$ cat src/rtl/clkdiv_pkg.sv
// Shared constants and helpers for the programmable clock divider.
package clkdiv_pkg;

    // Reset half-period: 1 ms output period from a 100 MHz clock.
    localparam int unsigned DEFAULT_HALF_C = 50000;

    // Largest supported number of divider channels.
    localparam int unsigned MAX_CH = 16;

    // Width of a channel index; never narrower than one bit.
    function automatic int unsigned ch_idx_w(input int unsigned num_ch);
        return (num_ch <= 1) ? 1 : $clog2(num_ch);
    endfunction

endpackage

$ cat src/rtl/prog_clock_divider_if.sv
// Divisor-write handshake: the writer drives valid/channel/half-period,
// the divider answers with ready.
interface prog_clock_divider_if #(
    parameter int unsigned NUM_CH = 4,
    parameter int unsigned CNT_W  = 32
);
    import clkdiv_pkg::*;

    localparam int unsigned IDX_W = ch_idx_w(NUM_CH);

    logic             cfg_valid;
    logic [IDX_W-1:0] cfg_ch;
    logic [CNT_W-1:0] cfg_half;
    logic             cfg_ready;

    modport master (output cfg_valid, cfg_ch, cfg_half, input cfg_ready);
    modport slave  (input cfg_valid, cfg_ch, cfg_half, output cfg_ready);

endinterface

$ cat src/rtl/clkdiv_channel.sv
// One divider channel: half-period counter, toggling output, rise strobe,
// and a single-entry pending slot so a new divisor lands on a toggle boundary.
module clkdiv_channel
    import clkdiv_pkg::*;
#(
    parameter int unsigned CNT_W        = 32,
    parameter int unsigned DEFAULT_HALF = DEFAULT_HALF_C
) (
    input  logic             clk,
    input  logic             rst_n,
    input  logic             enable_i,
    input  logic             wr_i,
    input  logic [CNT_W-1:0] half_i,
    output logic             pending_o,
    output logic             out_clk_o,
    output logic             tick_o
);

    typedef struct packed {
        logic [CNT_W-1:0] half;     // active half-period H
        logic [CNT_W-1:0] pend;     // pending half-period P
        logic [CNT_W-1:0] cnt;      // counter C, always <= H-1
        logic             pending;
        logic             out;
        logic             tick;
    } chan_state_t;

    chan_state_t      state_q, state_d;
    logic [CNT_W-1:0] wr_half;
    logic             boundary;

    // A zero half-period would never toggle; clamp it to the minimum of 1.
    assign wr_half  = (half_i == '0) ? CNT_W'(1) : half_i;
    assign boundary = (state_q.cnt == state_q.half - CNT_W'(1));

    // Next-state: stop/clear when disabled, otherwise count and toggle at H-1.
    always_comb begin
        // NOTE: every field defaults to its current value first, so no path through the branches infers a latch.
        state_d      = state_q;
        state_d.tick = 1'b0;
        if (!enable_i) begin
            state_d.cnt = '0;
            state_d.out = 1'b0;
            if (state_q.pending) begin
                state_d.half    = state_q.pend;
                state_d.pending = 1'b0;
            end
            // Idle channel: a new divisor takes effect immediately.
            if (wr_i) begin
                state_d.half = wr_half;
            end
        end else if (boundary) begin
            state_d.cnt  = '0;
            state_d.out  = ~state_q.out;
            state_d.tick = ~state_q.out;
            if (state_q.pending) begin
                state_d.half    = state_q.pend;
                state_d.pending = 1'b0;
            end
            // A write landing on this boundary waits for the next one.
            if (wr_i) begin
                state_d.pend    = wr_half;
                state_d.pending = 1'b1;
            end
        end else begin
            state_d.cnt = state_q.cnt + CNT_W'(1);
            if (wr_i) begin
                state_d.pend    = wr_half;
                state_d.pending = 1'b1;
            end
        end
    end

    // State register with asynchronous reset to the default divisor.
    always_ff @(posedge clk or negedge rst_n) begin
        if (!rst_n) begin
            // NOTE: the half-period register is reset, not left to power-up value, so a channel enabled at release runs at the default rate.
            state_q         <= '0;
            state_q.half    <= CNT_W'(DEFAULT_HALF);
        end else begin
            // NOTE: non-blocking assignment so every flop samples pre-edge values.
            state_q <= state_d;
        end
    end

    assign pending_o = state_q.pending;
    assign out_clk_o = state_q.out;
    assign tick_o    = state_q.tick;

endmodule

$ cat src/rtl/prog_clock_divider.sv
// Multi-channel programmable clock divider: decodes the divisor write to
// one channel and reports ready from that channel's pending flag.
module prog_clock_divider
    import clkdiv_pkg::*;
#(
    parameter int unsigned NUM_CH       = 4,
    parameter int unsigned CNT_W        = 32,
    parameter int unsigned DEFAULT_HALF = DEFAULT_HALF_C
) (
    input  logic                 clock,
    input  logic                 reset_n,
    input  logic [NUM_CH-1:0]    enable,
    prog_clock_divider_if.slave  cfg,
    output logic [NUM_CH-1:0]    out_clk,
    output logic [NUM_CH-1:0]    tick
);

    localparam int unsigned IDX_W = ch_idx_w(NUM_CH);

    logic [NUM_CH-1:0] ch_pending;
    logic [NUM_CH-1:0] ch_wr;

    // Channel decode; an index with no channel behind it is always ready and writes nothing.
    always_comb begin
        cfg.cfg_ready = 1'b1;
        ch_wr         = '0;
        for (int i = 0; i < NUM_CH; i++) begin
            if (cfg.cfg_ch == IDX_W'(i)) begin
                cfg.cfg_ready = ~ch_pending[i];
                ch_wr[i]      = cfg.cfg_valid & ~ch_pending[i];
            end
        end
    end

    for (genvar g = 0; g < NUM_CH; g++) begin : g_ch
        clkdiv_channel #(
            .CNT_W        (CNT_W),
            .DEFAULT_HALF (DEFAULT_HALF)
        ) u_ch (
            .clk       (clock),
            .rst_n     (reset_n),
            .enable_i  (enable[g]),
            .wr_i      (ch_wr[g]),
            .half_i    (cfg.cfg_half),
            .pending_o (ch_pending[g]),
            .out_clk_o (out_clk[g]),
            .tick_o    (tick[g])
        );
    end

endmodule

$ cat src/flat_wrapper.sv
// flat-port wrapper written by rule: the top's interface ports become plain ports
module prog_clock_divider_flat import clkdiv_pkg::*;
#(
    parameter int unsigned NUM_CH       = 4,
    parameter int unsigned CNT_W        = 32,
    parameter int unsigned DEFAULT_HALF = DEFAULT_HALF_C
)
  (clock, reset_n, enable, out_clk, tick, cfg_cfg_valid, cfg_cfg_ch, cfg_cfg_half, cfg_cfg_ready);
  prog_clock_divider_if #(.NUM_CH(NUM_CH), .CNT_W(CNT_W)) cfg_i ();
  input  logic clock;
  input  logic reset_n;
  input  logic [NUM_CH-1:0] enable;
  output logic [NUM_CH-1:0] out_clk;
  output logic [NUM_CH-1:0] tick;
  input wire logic [$bits(cfg_i.cfg_valid)-1:0] cfg_cfg_valid;
  input wire logic [$bits(cfg_i.cfg_ch)-1:0] cfg_cfg_ch;
  input wire logic [$bits(cfg_i.cfg_half)-1:0] cfg_cfg_half;
  output wire logic [$bits(cfg_i.cfg_ready)-1:0] cfg_cfg_ready;
  assign cfg_i.cfg_valid = cfg_cfg_valid;
  assign cfg_i.cfg_ch = cfg_cfg_ch;
  assign cfg_i.cfg_half = cfg_cfg_half;
  assign cfg_cfg_ready = cfg_i.cfg_ready;
  prog_clock_divider #(.NUM_CH(NUM_CH), .CNT_W(CNT_W), .DEFAULT_HALF(DEFAULT_HALF)) u_core (.clock(clock), .reset_n(reset_n), .enable(enable), .cfg(cfg_i), .out_clk(out_clk), .tick(tick));
endmodule
$ cat config.mk
export PLATFORM = sky130hd
export DESIGN_NAME = prog_clock_divider_flat
export DESIGN_NICKNAME = d
export VERILOG_FILES = /design/src/rtl/clkdiv_pkg.sv /design/src/rtl/prog_clock_divider_if.sv /design/src/rtl/clkdiv_channel.sv /design/src/rtl/prog_clock_divider.sv /design/src/flat_wrapper.sv
export SDC_FILE = /design/constraint.sdc
export NUM_CORES = 1
export LEC_CHECK = 0
export BUFFER_PORTS_ARGS = -buffer_cell sky130_fd_sc_hd__buf_2
export CAP_MARGIN = 20
export CORE_UTILIZATION = 46
export DETAILED_ROUTE_END_ITERATION = 10
export GPL_TIMING_DRIVEN = 1
export PLACE_DENSITY_LB_ADDON = 0.2
export SETUP_SLACK_MARGIN = 0.5
export SYNTH_ARGS = -nofsm -noshare
export SYNTH_HDL_FRONTEND = slang
export SYNTH_HIERARCHICAL = 1
export SYNTH_SLANG_ARGS = --single-unit
$ cat constraint.sdc
create_clock -name clock -period 3.9 [get_ports clock]
set_input_delay 0.195 -clock clock [delete_from_list [all_inputs] [get_ports clock]]
set_output_delay 0.195 -clock clock [all_outputs]
set_load 0.02 [all_outputs]
==> results.cfg <==
[job]
drv_cap = 0

[synth]
avgSynthCellArea_um2 = 9.82
yosysUniqueCellTypes = 85
ys_ff_latch = 396
async_flop_share_pct = 100
synth_enable_flop_cells = 0
synth_cells = 2475
yosys_warnings = 6
synthFlopType = dfrtp_1
syn-cell-area_um2 = 24300
synth_seq_area_share_pct = 40.9
synth_fp_nets = 2524

[worst_setup_path]
cp_slowest_cell = or4_4
cp_common_cell = buf_4
critPathMaxFanout = 8
end_kind = flip-flop
path_class = flip-flop to flip-flop
startpoint_type = flip-flop
cp.arrival_ns = 3.87
critPathBufInv = 5
critPathLaunch = u_core/g_ch[2].u_ch/state_q[69]$_DFFE_PN0P_
critPathMaxStageDelay_ns = 0.57
reg2reg_from = u_core/g_ch[2].u_ch/state_q[69]$_DFFE_PN0P_
path_cells = or4_4, or3_4, o31ai_4, a32oi_2, buf_4, buf_4, buf_4, buf_4, a21o_4, nor4bb_4, nand3_4, clkbuf_16, a22oi_2
cp_top_family = simple AND/OR/NAND/NOR gates
required_ns = 4.39

[floorplanning]
start_util_pct = 47.0
pin_count = 50
rows = 83
die_h_um = 232
die_w_um = 232
core-area_um2 = 51700
die_area_um2 = 53800

[route]
wl_um = 65800
via_per_inst = 5.96
final_antenna_net_count = 0
detail_route.wl_per_cell_um = 20.2
vias = 19400
first_pass_iters = 6
drt_iter0_markers = 1419
route.detailed.drc = 0

[sta]
whs_ns = 0.0469
setup_ws_ns = 0.516
post-route-period-util_pct = 86.8
finalSetupViolCount = 0
fin_crit_ns = 3.38
finalMaxSlewViolations = 0
fin_setup_tns_ns = 0
maxSlewHeadroom_pct = 31.4
tightest_slew_ns = 1.03
max_freq_mhz = 296
clock_skew_ns = 0.0198
rsz0062_at_grt = yes
finalHoldViolations = 0

[finish]
areaGrowthSynthToFinish_pct = 14.4
layout.nets = 2592
diodes = 0
layout.cells.non_filler = 3260
n_fill_cell = 4550
drive_gt1_share_pct = 23.7

[clock_tree]
tritoncts = yes
clk_pin_slew_ns = 0.06
h-tree-depth = 2
clkSinkCount = 396
clockBufferDepth = 3
clock_latency_ns = 0.59
cts_buffers = 45
root_buffer = clkbuf_16

[worst_hold_path]
worstHoldPathType = input pin to flip-flop
min_from = enable[0]

[power_and_ir_drop]
switchingPower_mw = 4.02
comb_power_share_pct = 21.1
power_density_nw_per_um2 = 473
power_leakage_nw = 10.8
pwr-share-seq_pct = 43.4
power_frac_clock_pct = 35.5
ir_drop_mv = 0.302
total_power_mw = 13.1
p_int_mw = 9.12
switching_share_pct = 30.6

[global_route]
grt_max_degree = 105
grt_overflow = 0
grt_first_pass_wirelength_um = 104000
antenna_found_initial = 1
track_usage_pct = 24.1
grt_pass1_vias = 18700

[place]
post-place-ws_ns = 0.184
port_buffers = 49
gp_congestion = 0.903
dp.final_hpwl_um = 43300
dp.cells = 3103

[run_status]
status = completed
==> final cells by class <==
type	instances	area, um^2	area share [%]
Timing Repair Buffer	174	1490	5.37
Tap cell	680	851	3.06
Inverter	29	109	0.392
Multi-Input combinational cell	1897	13800	49.5
Clock inverter	17	332	1.19
Clock buffer	67	1290	4.65
Sequential cell	396	9950	35.8
==> per-layer routing <==
| layer | up-vias | global-route usage, % | share of wire [%] |
|---|---|---|---|
| met3 | 152 | 2.75 | 4.7 |
| met5 | - | 0 | 0 |
| met2 | 536 | 38.7 | 47 |
| met1 | 9626 | 33.6 | 45 |
| li1 | 9129 | - | - |
| met4 | 0 | 8.18 | 3.1 |
==> cells in the mapped netlist, types with 16 or more instances <==
cell      count  share of area (%)
a21oi_1      22               0.45
a22oi_1      26               0.80
a22oi_2      98                5.0
and3_1       32               0.82
and4_1       18               0.65
buf_1        24               0.37
buf_6        32                1.5
clkbuf_1     70                1.1
dfrtp_1     372                 38
dfstp_2      24                2.6
inv_1        29               0.45
mux2_2      134                6.2
nand2_1     111                1.7
nand3_1      70                1.4
nand3b_1    142                4.4
nand4_1      56                1.4
nor2_1      346                5.3
nor3_1       41               0.84
nor3b_1      19               0.59
nor4_1       72                1.9
o21ai_0     150                3.1
or4_1        16               0.49
xnor2_1     134                4.8
xor2_1      148                5.3
==> kinds of logic after synthesis <==
logic type,after synthesis,synth area share (%)
AO/OA/AOI/OAI,414,13.4
XOR/XNOR,282,10.2
adder cells (fa/ha/maj),8,0.412
buffers and inverters,183,4.38
flip-flops,396,40.9
multiplexers,147,6.79
AND/OR/NAND/NOR,1045,23.9
==> cells in the final DEF (no fill, tap or decap), types with 56 or more instances in the layout <==
master    count
nand3_1      66
xor2_1      148
dfrtp_1     362
xnor2_1     134
nand2_1     111
o21ai_0     149
a22oi_2     107
nor2_1      342
nand3b_1    142
buf_4        96
mux2_2      134
nor4_1       65
nand4_1      56
==> per-stage QoR <==
step / instance area [um^2] / util, %
final: 27800 / 53.7
after global routing: 27800 / 53.7
after CTS: 27100 / 52.4
after detailed placement: 25000 / 48.3
after global placement: 25000 / 48.3
after floorplan: 24300 / -
==> repair_timing <==
action / CTS / global route
hold buffers: 4 / 0
setup buffers: 33 / 27
resized for setup: 34 / 66
hold endpoints to repair: 98 / 0
cloned: 4 / 5
pin swaps: 16 / 22
setup endpoints to repair: 255 / 263
==> final timing paths <==
check | to | slack, ns | depth (start not counted)
max | u_core/g_ch[2].u_ch/state_q[85]$_DFFE_PN0P_ | 0.52 | 13
min | u_core/g_ch[0].u_ch/tick_o$_DFF_PN0_ | 0.05 | 2
max reg2reg | u_core/g_ch[2].u_ch/state_q[85]$_DFFE_PN0P_ | 0.52 | 13
min reg2reg | u_core/g_ch[0].u_ch/tick_o$_DFF_PN0_ | 0.48 | 1
max in group asynchronous | u_core/g_ch[1].u_ch/state_q[67]$_DFFE_PN0P_ | 2.43 | 3
min in group asynchronous | u_core/g_ch[3].u_ch/state_q[11]$_DFF_PN0_ | 0.24 | 2
==> flip-flops by register name, summed over array words and instances, names as in the netlist <==
name	count
u_core/g_ch.u_ch/tick_o	4
u_core/g_ch.u_ch/out_clk_o	4
u_core/g_ch.u_ch/pending_o	4
u_core/g_ch.u_ch/state_q	384
==> power by group through the flow <==
stage,Clock [mW],Sequential [mW],Combinational (mW)
global placement,0,5.69,2.38
detailed placement,0,5.72,2.46
global route,4.95,5.79,3.04
CTS,4.80,5.65,2.60
floorplan,0,5.35,2.07
finish,4.67,5.70,2.77
Power figures use the tool's default switching activity.
